<file path="src/rtl/lsu_pkg.sv">
// rtl/lsu_pkg.sv - shared types and constants for the load/store control stage
package lsu_pkg;

   typedef enum logic [1:0] {
      IDLE   = 2'd0,
      ACCESS = 2'd1,
      RESP   = 2'd2
   } lsu_state_e;

   // Width code: bit2 = unsigned, bit1 = word, bit0 = half
   localparam logic [2:0] W_BYTE         = 3'b000;
   localparam logic [2:0] W_HALF         = 3'b001;
   localparam logic [2:0] W_WORD         = 3'b010;
   localparam int         W_UNSIGNED_BIT = 2;

   localparam int CAUSE_LOAD_MISALIGNED  = 4;
   localparam int CAUSE_LOAD_ACCESS      = 5;
   localparam int CAUSE_STORE_MISALIGNED = 6;
   localparam int CAUSE_STORE_ACCESS     = 7;

   function automatic logic is_misaligned(input logic [1:0] addr_lo, input logic [2:0] width);
      if (width[1])
         return |addr_lo;
      if (width[0])
         return addr_lo[0];
      return 1'b0;
   endfunction

endpackage

</file>
<file path="src/rtl/lsu_align_check.sv">
// rtl/lsu_align_check.sv - combinational misalignment detector for half/word accesses
module lsu_align_check
   import lsu_pkg::*;
(
   input  logic [1:0] i_addr_lo,
   input  logic [2:0] i_width,
   output logic       o_misaligned
);

   assign o_misaligned = is_misaligned(i_addr_lo, i_width);

endmodule

</file>
<file path="src/rtl/lsu_mem_ctrl.sv">
// rtl/lsu_mem_ctrl.sv - single-outstanding load/store control stage in front of the data RAM
// Optional misalignment trapping is enabled by defining LSU_MISALIGN_TRAP_EN.
module lsu_mem_ctrl
   import lsu_pkg::*;
#(
   parameter int XLEN    = 32,
   parameter int CAUSE_W = 4
)(
   input  logic               clk,
   input  logic               rst_n,
   input  logic               req_valid,
   output logic               req_ready,
   input  logic               req_we,
   input  logic [XLEN-1:0]    req_addr,
   input  logic [XLEN-1:0]    req_wdata,
   input  logic [2:0]         req_width,
   output logic               resp_valid,
   input  logic               resp_ready,
   output logic [XLEN-1:0]    resp_rdata,
   output logic               resp_fault,
   output logic [CAUSE_W-1:0] resp_cause,
   output logic [XLEN-1:0]    resp_tval,
   output logic [XLEN-1:0]    mem_addr,
   output logic [XLEN-1:0]    mem_wdata,
   output logic               mem_we,
   output logic               mem_re,
   output logic [2:0]         mem_width,
   input  logic [XLEN-1:0]    mem_rdata,
   input  logic               mem_l_fault,
   input  logic               mem_s_fault
);

   lsu_state_e          r_state;
   lsu_state_e          w_next_state;
   logic                w_misaligned;

   logic                r_we;
   logic [XLEN-1:0]     r_addr;
   logic [XLEN-1:0]     r_wdata;
   logic [2:0]          r_width;

   logic [XLEN-1:0]     r_rdata;
   logic                r_fault;
   logic [CAUSE_W-1:0]  r_cause;
   logic [XLEN-1:0]     r_tval;

`ifdef LSU_MISALIGN_TRAP_EN
   lsu_align_check u_align_check (
      .i_addr_lo    (req_addr[1:0]),
      .i_width      (req_width),
      .o_misaligned (w_misaligned)
   );
`else
   assign w_misaligned = 1'b0;
`endif

   always_ff @(posedge clk or negedge rst_n) begin
      if (!rst_n)
         r_state <= IDLE;
      else
         r_state <= w_next_state;
   end

   always_comb begin
      w_next_state = r_state;
      case (r_state)
         IDLE: begin
            if (req_valid)
               w_next_state = w_misaligned ? RESP : ACCESS;
         end
         ACCESS:  w_next_state = RESP;
         RESP: begin
            if (resp_ready)
               w_next_state = IDLE;
         end
         default: w_next_state = IDLE;
      endcase
   end

   // RAM strobes decode from state so a stalled RESP can never repeat a store
   always_comb begin
      req_ready  = 1'b0;
      resp_valid = 1'b0;
      mem_we     = 1'b0;
      mem_re     = 1'b0;
      mem_addr   = '0;
      mem_wdata  = '0;
      mem_width  = W_BYTE;
      case (r_state)
         IDLE:   req_ready = 1'b1;
         ACCESS: begin
            mem_we    = r_we;
            mem_re    = ~r_we;
            mem_addr  = r_addr;
            mem_wdata = r_wdata;
            mem_width = r_width;
         end
         RESP:   resp_valid = 1'b1;
         default: ;
      endcase
   end

   always_ff @(posedge clk or negedge rst_n) begin
      if (!rst_n) begin
         r_we    <= 1'b0;
         r_addr  <= '0;
         r_wdata <= '0;
         r_width <= W_BYTE;
         r_rdata <= '0;
         r_fault <= 1'b0;
         r_cause <= '0;
         r_tval  <= '0;
      end else begin
         case (r_state)
            IDLE: begin
               if (req_valid) begin
                  r_we    <= req_we;
                  r_addr  <= req_addr;
                  r_wdata <= req_wdata;
                  r_width <= req_width;
                  if (w_misaligned) begin
                     r_rdata <= '0;
                     r_fault <= 1'b1;
                     r_cause <= req_we ? CAUSE_W'(CAUSE_STORE_MISALIGNED)
                                       : CAUSE_W'(CAUSE_LOAD_MISALIGNED);
                     r_tval  <= req_addr;
                  end
               end
            end
            ACCESS: begin
               r_rdata <= '0;
               r_fault <= 1'b0;
               r_cause <= '0;
               r_tval  <= '0;
               if (!r_we && mem_l_fault) begin
                  r_fault <= 1'b1;
                  r_cause <= CAUSE_W'(CAUSE_LOAD_ACCESS);
                  r_tval  <= r_addr;
               end else if (r_we && mem_s_fault) begin
                  r_fault <= 1'b1;
                  r_cause <= CAUSE_W'(CAUSE_STORE_ACCESS);
                  r_tval  <= r_addr;
               end else if (!r_we) begin
                  r_rdata <= mem_rdata;
               end
            end
            default: ;
         endcase
      end
   end

   assign resp_rdata = r_rdata;
   assign resp_fault = r_fault;
   assign resp_cause = r_cause;
   assign resp_tval  = r_tval;

endmodule

</file>
<file path="config.mk">
export PLATFORM = sky130hd
export DESIGN_NAME = lsu_mem_ctrl
export DESIGN_NICKNAME = d
export VERILOG_FILES = /design/src/rtl/lsu_pkg.sv /design/src/rtl/lsu_align_check.sv /design/src/rtl/lsu_mem_ctrl.sv
export SDC_FILE = /design/constraint.sdc
export NUM_CORES = 1
export LEC_CHECK = 0
export ABC_AREA = 1
export CELL_PAD_IN_SITES_DETAIL_PLACEMENT = 1
export CELL_PAD_IN_SITES_GLOBAL_PLACEMENT = 2
export CORE_ASPECT_RATIO = 1.5
export CORE_MARGIN = 2
export CORE_UTILIZATION = 25
export DETAILED_ROUTE_END_ITERATION = 8
export PLACE_DENSITY = 0.84
export SLEW_MARGIN = 15
export SYNTH_ARGS = -nofsm -noshare
export SYNTH_HDL_FRONTEND = slang
export SYNTH_HIERARCHICAL = 1
export SYNTH_SLANG_ARGS = --single-unit
export TNS_END_PERCENT = 10
</file>
<file path="constraint.sdc">
create_clock -name clk -period 2.42 [get_ports clk]
set_input_delay 0.363 -clock clk [delete_from_list [all_inputs] [get_ports clk]]
set_output_delay 0.363 -clock clk [all_outputs]
set_load 0.01 [all_outputs]
</file>
==> impl_metrics.tcl, run 1 <==
set metrics [dict create \
    startpoint "r_state[1]" \
    syn_inst 802 \
    fin_crit_sh_pct 95.5 \
    gp_congestion 0.773 \
    syn_area_per_cell_um2 7.64 \
    grt_max_degree 70 \
    htreeDepth 4 \
    tns_ns 0 \
    synth.top_cells.by_count "nand2_1, dfrtp_1, inv_1" \
    synth.top_cell.area_share_pct 55.5 \
    start_kind "flop" \
    worstPathMaxFanout 31 \
    die_x_um 132 \
    synth-edff-count 0 \
    fp-row-count 70 \
    synthArstFlopShare_pct 100 \
    synth_area_leaders "dfrtp_1, nand2_1, inv_1, nand3_1, nor2_1" \
    cts-root-buf "clkbuf_16" \
    setup_viol 0 \
    cp_slowest_cell "clkdlybuf4s50_1" \
    fillerInstances 2932 \
    start_util_pct 25.3 \
    p_leak_uw 0.00492 \
    antenna_found_initial 3 \
    cts_buffers 17 \
    hold_viol_final 0 \
    max_freq_mhz 433 \
    yosysWarnings 6 \
    dieArea_um2 25800 \
    fin_crit_ns 2.31 \
    numPortBuffers 244 \
    viasPerCell 4.19 \
    grt_pass1_wl_um 34300 \
    final_nets 1141 \
    syn_nets 908 \
    skew_ns 0.00817 \
    drtIter0Drc 162 \
    drtPass1Iterations 4 \
    cts.clk_slew.worst_paths_ns 0.06 \
    clk_latency_ns 0.42 \
    rsz0062_at_grt "false" \
    max_cap_viol_count 0 \
    coreArea_um2 24300 \
    timing.reg2reg.setup_slack_ns 0.74 \
    timing.hold.ws_ns 0.434 \
    yosys.cell_count.top_type "nand2_1" \
    r2r_cells 6 \
    drc 0 \
    vias 5755 \
    cp_cell_sequence "inv_2 -> nand2_8 -> buf_12 -> nor2_2 -> clkdlybuf4s50_1" \
    drive_gt1_share_pct 7.73 \
    mappedNetlistArea_um2 6130 \
    arrival_ns 1.95 \
    globalRouteTotalUtil_pct 17.2 \
    ir_worst_vdd_mv 0.529 \
    grt_overflow 0 \
    wire_per_inst_um 15.6 \
    grt_pass1_vias 6226 \
    cp-endpoint "mem_addr[19]" \
    cp_slowest_stage_delay_ns 0.56 \
    ys_seq_elements 136 \
    worst-setup-path-type "flop to output port" \
    yosysTopAreaCell "dfrtp_1" \
    cts.path.max_buffers 2 \
    syn_to_final_growth_pct 56.9 \
    r2r_end "r_addr[15]" \
    cts_tree "built" \
    yosysSeqAreaShare_pct 55.5 \
    fin_total_pwr_uw 11800 \
    synth-main-ff-cell "dfrtp_1" \
    clkSinkCount 136 \
    place.detailed.hpwl_um 15200 \
    p_per_area_nw_per_um2 1230 \
    drv_slew 0 \
    die_y_um 196 \
    ios 246 \
    reg2reg_from "r_state[0]" \
    synth.distinct_cells 14 \
    antenna_left 0 \
    end_kind "output port" \
    drt-total-wl_um 21400 \
    worstPathRequired_ns 2.06 \
    status "finished clean" \
    hp-class "input port to async pin" \
]
[sequential cells by signal (all words and copies together) (netlist names)]
register and flops:
r_we 1, resp_tval 32, resp_rdata 32, resp_cause 2, r_wdata 32, r_width 3, r_state 2, r_addr 32
[layout by cell type, fill, tap and decap left out]
master           netlist  routed
nand2_1              338     336
clkdlybuf4s50_1        0     239
dfrtp_1              136     135
inv_1                105     104
nor2_1                75      75
nand3_1               68      68
nor2_2                26      26
clkbuf_16              0      17
buf_4                  6      14
clkbuf_8               0       5
buf_12                 0       5
bufinv_16              0       4
diode_2                0       3
clkbuf_1              15       3
dlymetal6s2s_1         0       3
o21ai_0                2       2
clkinv_2               0       2
nor2_4                 1       1
inv_2                  0       1
nand2_8                0       1
nand2_2                0       1
conb_1                 1       1
clkinvlp_4             0       1
dlygate4sd3_1          0       1
buf_6                  2       1
buf_2                 22       1
dfrtp_2                0       1
[where the power goes]
part           leakage [µW]  internal, µW  total, µW  switching (µW)
clock network      0.000314          1860       2840             980
logic               0.00287          2350       5040            2690
registers           0.00174          3350       3940             594
[per-layer routing]
metal | part of all wire (%) | vias to the layer above | routed length [µm] | track usage (%)
met1 | 39 | 2766 | 8450 | 18.6
met3 | 4.4 | 25 | 940 | 4.34
met4 | 2.2 | 2 | 467 | 6.52
met2 | 54 | 147 | 11500 | 32.1
li1 | - | 2815 | - | -
met5 | 0.061 | - | 13 | 0
[metrics by stage]
stage                     instances  util [%]  cell area, µm²  worst slack, ns
after detailed placement       1337      36.8            8920            0.360
after global routing           1374      39.6            9610          0.00718
after global placement         1337      36.8            8920            0.387
final                          1375      39.6            9610            0.109
after floorplan                 802         -            6130             1.03
after CTS                      1372      39.6            9600           0.0431
[how the worst min path moves through the flow]
| stage | from | to | cells past startpoint |
|---|---|---|---|
| after CTS | rst_n | resp_tval[15] | 2 |
| final | rst_n | resp_tval[15] | 2 |
| after global routing | rst_n | resp_tval[15] | 2 |
| after global placement | rst_n | resp_tval[16] | 1 |
| after detailed placement | rst_n | resp_tval[15] | 1 |
| after floorplan | rst_n | r_addr[0] | 0 |
[critical path: cells and delay by family, from the launching register on]
family | cells | cell delay, ns
buffers and inverters | 3 | 0.86
flip-flops | 1 | 0.43
AND/OR/NAND/NOR | 2 | 0.23
[timing repair]
| item | in CTS | in global routing |
|---|---|---|
| hold buffers | 1 | 0 |
| setup buffers | 2 | 0 |
| gates resized for setup | 2 | 4 |
| endpoints found under the hold margin | 40 | 0 |
| endpoints found under the setup margin | 64 | 6 |
[cell type report]
| type | instances | area [µm²] | share of cell area [%] |
|---|---|---|---|
| sequential | 136 | 3400 | 35.4 |
| clock buffer | 25 | 505 | 5.26 |
| timing repair buffer | 264 | 2660 | 27.7 |
| clock inverter | 7 | 138 | 1.43 |
| tap | 324 | 405 | 4.22 |
| inverter | 105 | 394 | 4.10 |
| antenna | 3 | 7.51 | 0.0781 |
| multi-input combinational | 511 | 2100 | 21.8 |
[cells by family (layout without fill, tap and decap cells)]
logic type	count (synthesis)	in the layout	synth area share [%]
flops	136	136	55.5
compound gates	2	2	0.163
buf+inv	155	401	10.6
other cells	1	4	0.0612
simple gates	508	508	33.7
Power figures use the tool's default switching activity.
==> run 2, diff against run 1 <==
--- a/config.mk
+++ b/config.mk
@@ -12,7 +12,7 @@
 export CORE_MARGIN = 2
 export CORE_UTILIZATION = 25
 export DETAILED_ROUTE_END_ITERATION = 8
-export PLACE_DENSITY = 0.84
+export PLACE_DENSITY = 0.81
 export SLEW_MARGIN = 15
 export SYNTH_ARGS = -nofsm -noshare
 export SYNTH_HDL_FRONTEND = slang
==> impl_metrics.tcl, run 2 (synthesis gave the netlist of run 1 again) <==
set metrics [dict create \
    status "finished clean" \
    start_util_pct 25.3 \
    worst_slew_pin_slew_ns 0.587 \
    final_nets 1137 \
    intPower_uw 7460 \
    viasPerCell 4.15 \
    timing.hold.ws_ns 0.384 \
    drtPass1Iterations 4 \
    fin_crit_sh_pct 97.7 \
    worstPathRequired_ns 2.06 \
    clk_latency_ns 0.42 \
    numPortBuffers 244 \
    grt_pass1_wl_um 33300 \
    power_frac_seq_pct 33.5 \
    wire_per_inst_um 15.2 \
    end_kind "output port" \
    drive_gt1_share_pct 7.76 \
    rsz0062_at_grt "true" \
    p_per_area_nw_per_um2 1220 \
    grtUsageMet1_pct 18.2 \
    place.detailed.hpwl_um 14700 \
    switching_share_pct 36.4 \
    htreeDepth 4 \
    multi_input_area_um2 2120 \
    drtIter0Drc 188 \
    drv_slew 0 \
    p_leak_uw 0.00495 \
    die_x_um 132 \
    max_freq_mhz 423 \
    drc 0 \
    hp-class "input port to flop" \
    fin_crit_ns 2.36 \
    drt-total-wl_um 20900 \
    grt_overflow 0 \
    tns_ns 0 \
    cts_tree "built" \
    final_cell_mix "nand2_1, clkdlybuf4s50_1, dfrtp_1" \
    top_usage_layer "met2" \
    fp-row-count 70 \
    worst-setup-path-type "flop to output port" \
    ios 246 \
    globalRouteTotalUtil_pct 16.7 \
    max_cap_viol_count 0 \
    met3_usage_pct 3.85 \
    utilization_pct 39.5 \
    antenna_found_initial 5 \
    worstPathMaxFanout 45 \
    syn_to_final_growth_pct 56.5 \
    cts.path.max_buffers 2 \
    dieArea_um2 25800 \
    start_kind "flop" \
    regArea_um2 3400 \
    mostFrequentLayoutCell "nand2_1" \
    p_sw_uw 4270 \
    vias 5686 \
    combPwrFrac_pct 42.1 \
    arrival_ns 2.00 \
    ir_worst_vdd_mv 0.510 \
    hold_viol_final 0 \
    grt_pass1_vias 6075 \
    cts.clk_slew.worst_paths_ns 0.06 \
    setup_viol 0 \
    slew_headroom_pct 60.9 \
    skew_ns 0.00729 \
    fillerInstances 2933 \
    cts-root-buf "clkbuf_16" \
    grtUsageMet2_pct 30.7 \
    cts_buffers 17 \
    p_clk_share_pct 24.4 \
    grt_max_degree 69 \
    coreArea_um2 24300 \
    clkSinkCount 136 \
    fin_total_pwr_uw 11700 \
    gp_congestion 0.779 \
    die_y_um 196 \
    antenna_left 0 \
]
-- run 2: final cells by class --
type	instances	area share (%)
timing repair buffer	260	27.3
sequential	136	35.5
tap	324	4.23
clock inverter	10	1.72
multi-input combinational	511	22.1
antenna	3	0.0783
inverter	105	4.11
clock buffer	22	5.05
-- run 2: critical path, cell delays in order, from the launching register on --
cell and delay (ns):
dfrtp_1 0.42, inv_1 0.11, nand2_4 0.08, buf_12 0.19
nor2_2 0.17, clkdlybuf4s50_1 0.57
-- run 2: metal layers --
metal / vias up / wire (µm)
met4: 2 / 532
met2: 159 / 11200
li1: 2805 / -
met3: 27 / 918
met5: - / 11
met1: 2693 / 8240
-- run 2: per-stage QoR --
stage	worst slack (ns)	area (µm²)	instances
after floorplan	1.03	6130	802
after global placement	0.505	8880	1335
after detailed placement	0.474	8880	1335
after CTS	0.00601	9540	1368
after global routing	-0.0134	9590	1371
final	0.0558	9590	1371
-- run 2: worst paths after layout --
check / start / end / slack, ns / depth (start not counted)
worst max-delay path: r_state[1] / mem_addr[21] / 0.06 / 5
min in group asynchronous: rst_n / resp_tval[16] / 0.44 / 2
max in group asynchronous: rst_n / r_wdata[18] / 1.27 / 3
worst min register to register: r_addr[27] / r_addr[27] / 0.47 / 2
worst max register to register: r_state[1] / resp_rdata[20] / 0.83 / 7
worst min-delay path: req_valid / r_wdata[20] / 0.38 / 3
-- run 2: what timing repair did --
item	4_1_cts	5_1_grt
buffers inserted	0	0
endpoints found under the setup margin	1	18
endpoints found under the hold margin	39	0
hold buffers	1	0
gates resized for setup	1	13
-- run 2: power by group through the flow --
stage	Clock, µW	Sequential, µW	Combinational [µW]
floorplan	0	4110	2240
global placement	0	3940	4980
detailed placement	0	3970	5030
CTS	2960	3950	5070
global route	3040	4090	5510
finish	2860	3930	4940
==> run 3, diff against run 2 <==
--- a/config.mk
+++ b/config.mk
@@ -8,7 +8,7 @@
 export ABC_AREA = 1
 export CELL_PAD_IN_SITES_DETAIL_PLACEMENT = 1
 export CELL_PAD_IN_SITES_GLOBAL_PLACEMENT = 2
-export CORE_ASPECT_RATIO = 1.5
+export CORE_ASPECT_RATIO = 1.25
 export CORE_MARGIN = 2
 export CORE_UTILIZATION = 25
 export DETAILED_ROUTE_END_ITERATION = 8
==> impl_metrics.tcl, run 3 (synthesis gave the netlist of run 1 again) <==
set metrics [dict create \
    grtUsageMet2_pct 29.2 \
    die_x_um 144 \
    top_usage_layer "met2" \
    intPower_uw 7220 \
    wire_per_inst_um 15.3 \
    syn_to_final_growth_pct 56.5 \
    end_kind "output port" \
    grt_max_degree 69 \
    htreeDepth 4 \
    start_util_pct 25.3 \
    combPwrFrac_pct 43.6 \
    coreArea_um2 24300 \
    grt_pass1_wl_um 32800 \
    vias 5733 \
    r2r_cells 7 \
    max_freq_mhz 425 \
    drive_gt1_share_pct 7.74 \
    final_cell_mix "nand2_1, clkdlybuf4s50_1, dfrtp_1" \
    place.detailed.hpwl_um 14900 \
    power_frac_seq_pct 34.2 \
    skew_ns 0.00971 \
    p_leak_uw 0.00511 \
    drt-total-wl_um 21100 \
    grt_overflow 0 \
    fin_crit_sh_pct 97.3 \
    pre_cts_ws_ns 0.409 \
    gp_congestion 0.778 \
    switching_share_pct 37.5 \
    worstPathRequired_ns 2.06 \
    setup_viol 0 \
    p_sw_uw 4330 \
    clkSinkCount 136 \
    timing.hold.ws_ns 0.450 \
    met3_usage_pct 3.82 \
    rsz0062_at_grt "true" \
    max_cap_viol_count 0 \
    final_nets 1140 \
    setup_slack_ns 0.0659 \
    drv_slew 0 \
    globalRouteTotalUtil_pct 16.6 \
    start_kind "flop" \
    stdcell_count 1379 \
    reg2reg_from "r_state[1]" \
    drtPass1Iterations 4 \
    p_per_area_nw_per_um2 1200 \
    antenna_left 0 \
    die_y_um 179 \
    dieArea_um2 25800 \
    tns_ns 0 \
    cts-root-buf "clkbuf_16" \
    ir_worst_vdd_mv 0.498 \
    cts.path.max_buffers 2 \
    p_clk_share_pct 22.2 \
    fp-row-count 64 \
    mostFrequentLayoutCell "nand2_1" \
    worstPathMaxFanout 39 \
    status "finished clean" \
    grt_pass1_vias 6104 \
    placed_cells 1343 \
    timing.reg2reg.setup_slack_ns 0.82 \
    worst_slew_pin_slew_ns 0.799 \
    drtIter0Drc 199 \
    drc 0 \
    arrival_ns 1.99 \
    hp-class "input port to async pin" \
    clk_latency_ns 0.42 \
    worst-setup-path-type "flop to output port" \
    cts_tree "built" \
    r2r_end "resp_rdata[6]" \
    slew_headroom_pct 46.8 \
    fillerInstances 2910 \
    grtUsageMet1_pct 19.6 \
    viasPerCell 4.16 \
    antenna_found_initial 3 \
    fin_crit_ns 2.35 \
    hold_viol_final 0 \
    numPortBuffers 244 \
    ios 246 \
    cts.clk_slew.worst_paths_ns 0.06 \
    cts_buffers 17 \
]
-- run 3: how the worst max path moves through the flow --
stage,slack (ns),cells past startpoint,from,end
after floorplan,1.03,5,r_state[1],mem_wdata[10]
after global placement,0.43,5,r_state[1],mem_addr[2]
after detailed placement,0.41,5,r_state[1],mem_addr[10]
after CTS,0.01,5,r_state[1],mem_addr[30]
after global routing,-0.04,5,r_state[1],mem_addr[27]
final,0.07,5,r_state[1],mem_width[2]
-- run 3: timing repair --
item / in CTS / in global routing
gates resized for setup: 5 / 15
endpoints found under the hold margin: 46 / 0
endpoints found under the setup margin: 37 / 23
hold buffers: 1 / 0
buffers inserted: 0 / 0
gates cloned: 1 / 0
-- run 3: power groups by stage --
stage          Sequential (µW)  Combinational [µW]  Clock [µW]
3_3_place_gp              3940                5020           0
6_report                  3960                5030        2570
4_1_cts                   3970                5180        2670
5_1_grt                   4110                5610        2770
3_5_place_dp              3990                5070           0
2_1_floorplan             4110                2240           0
-- run 3: critical path, cell delays in order (launching register included) --
cell	delay (ns)
dfrtp_1	0.42
inv_2	0.11
nand2_8	0.13
buf_12	0.21
nor2_1	0.12
clkdlybuf4s50_1	0.55
-- run 3: layout make-up --
type | count | area, µm² | share of cell area (%)
clock buffers | 19 | 433 | 4.51
clock inverters | 13 | 144 | 1.50
diodes | 2 | 5.00 | 0.0522
well taps | 330 | 413 | 4.31
inverters | 105 | 394 | 4.11
repair buffers | 263 | 2700 | 28.1
multi-input cells | 511 | 2100 | 21.9
flip-flops and latches | 136 | 3400 | 35.5
-- run 3: per-stage QoR --
| step | cell area, µm² | total power, µW | utilization (%) |
|---|---|---|---|
| 6_report | 9590 | 11600 | 39.5 |
| 5_1_grt | 9590 | 12500 | 39.5 |
| 4_1_cts | 9550 | 11800 | 39.3 |
| 3_5_place_dp | 8910 | 9060 | 36.7 |
| 3_3_place_gp | 8910 | 8950 | 36.7 |
| 2_1_floorplan | 6130 | 6340 | - |
-- run 3: metal layers --
metal / part of all wire (%) / vias to the layer above
li1: - / 2814
met1: 41 / 2737
met2: 51 / 151
met3: 5.3 / 29
met4: 2.0 / 2
met5: 0.062 / -
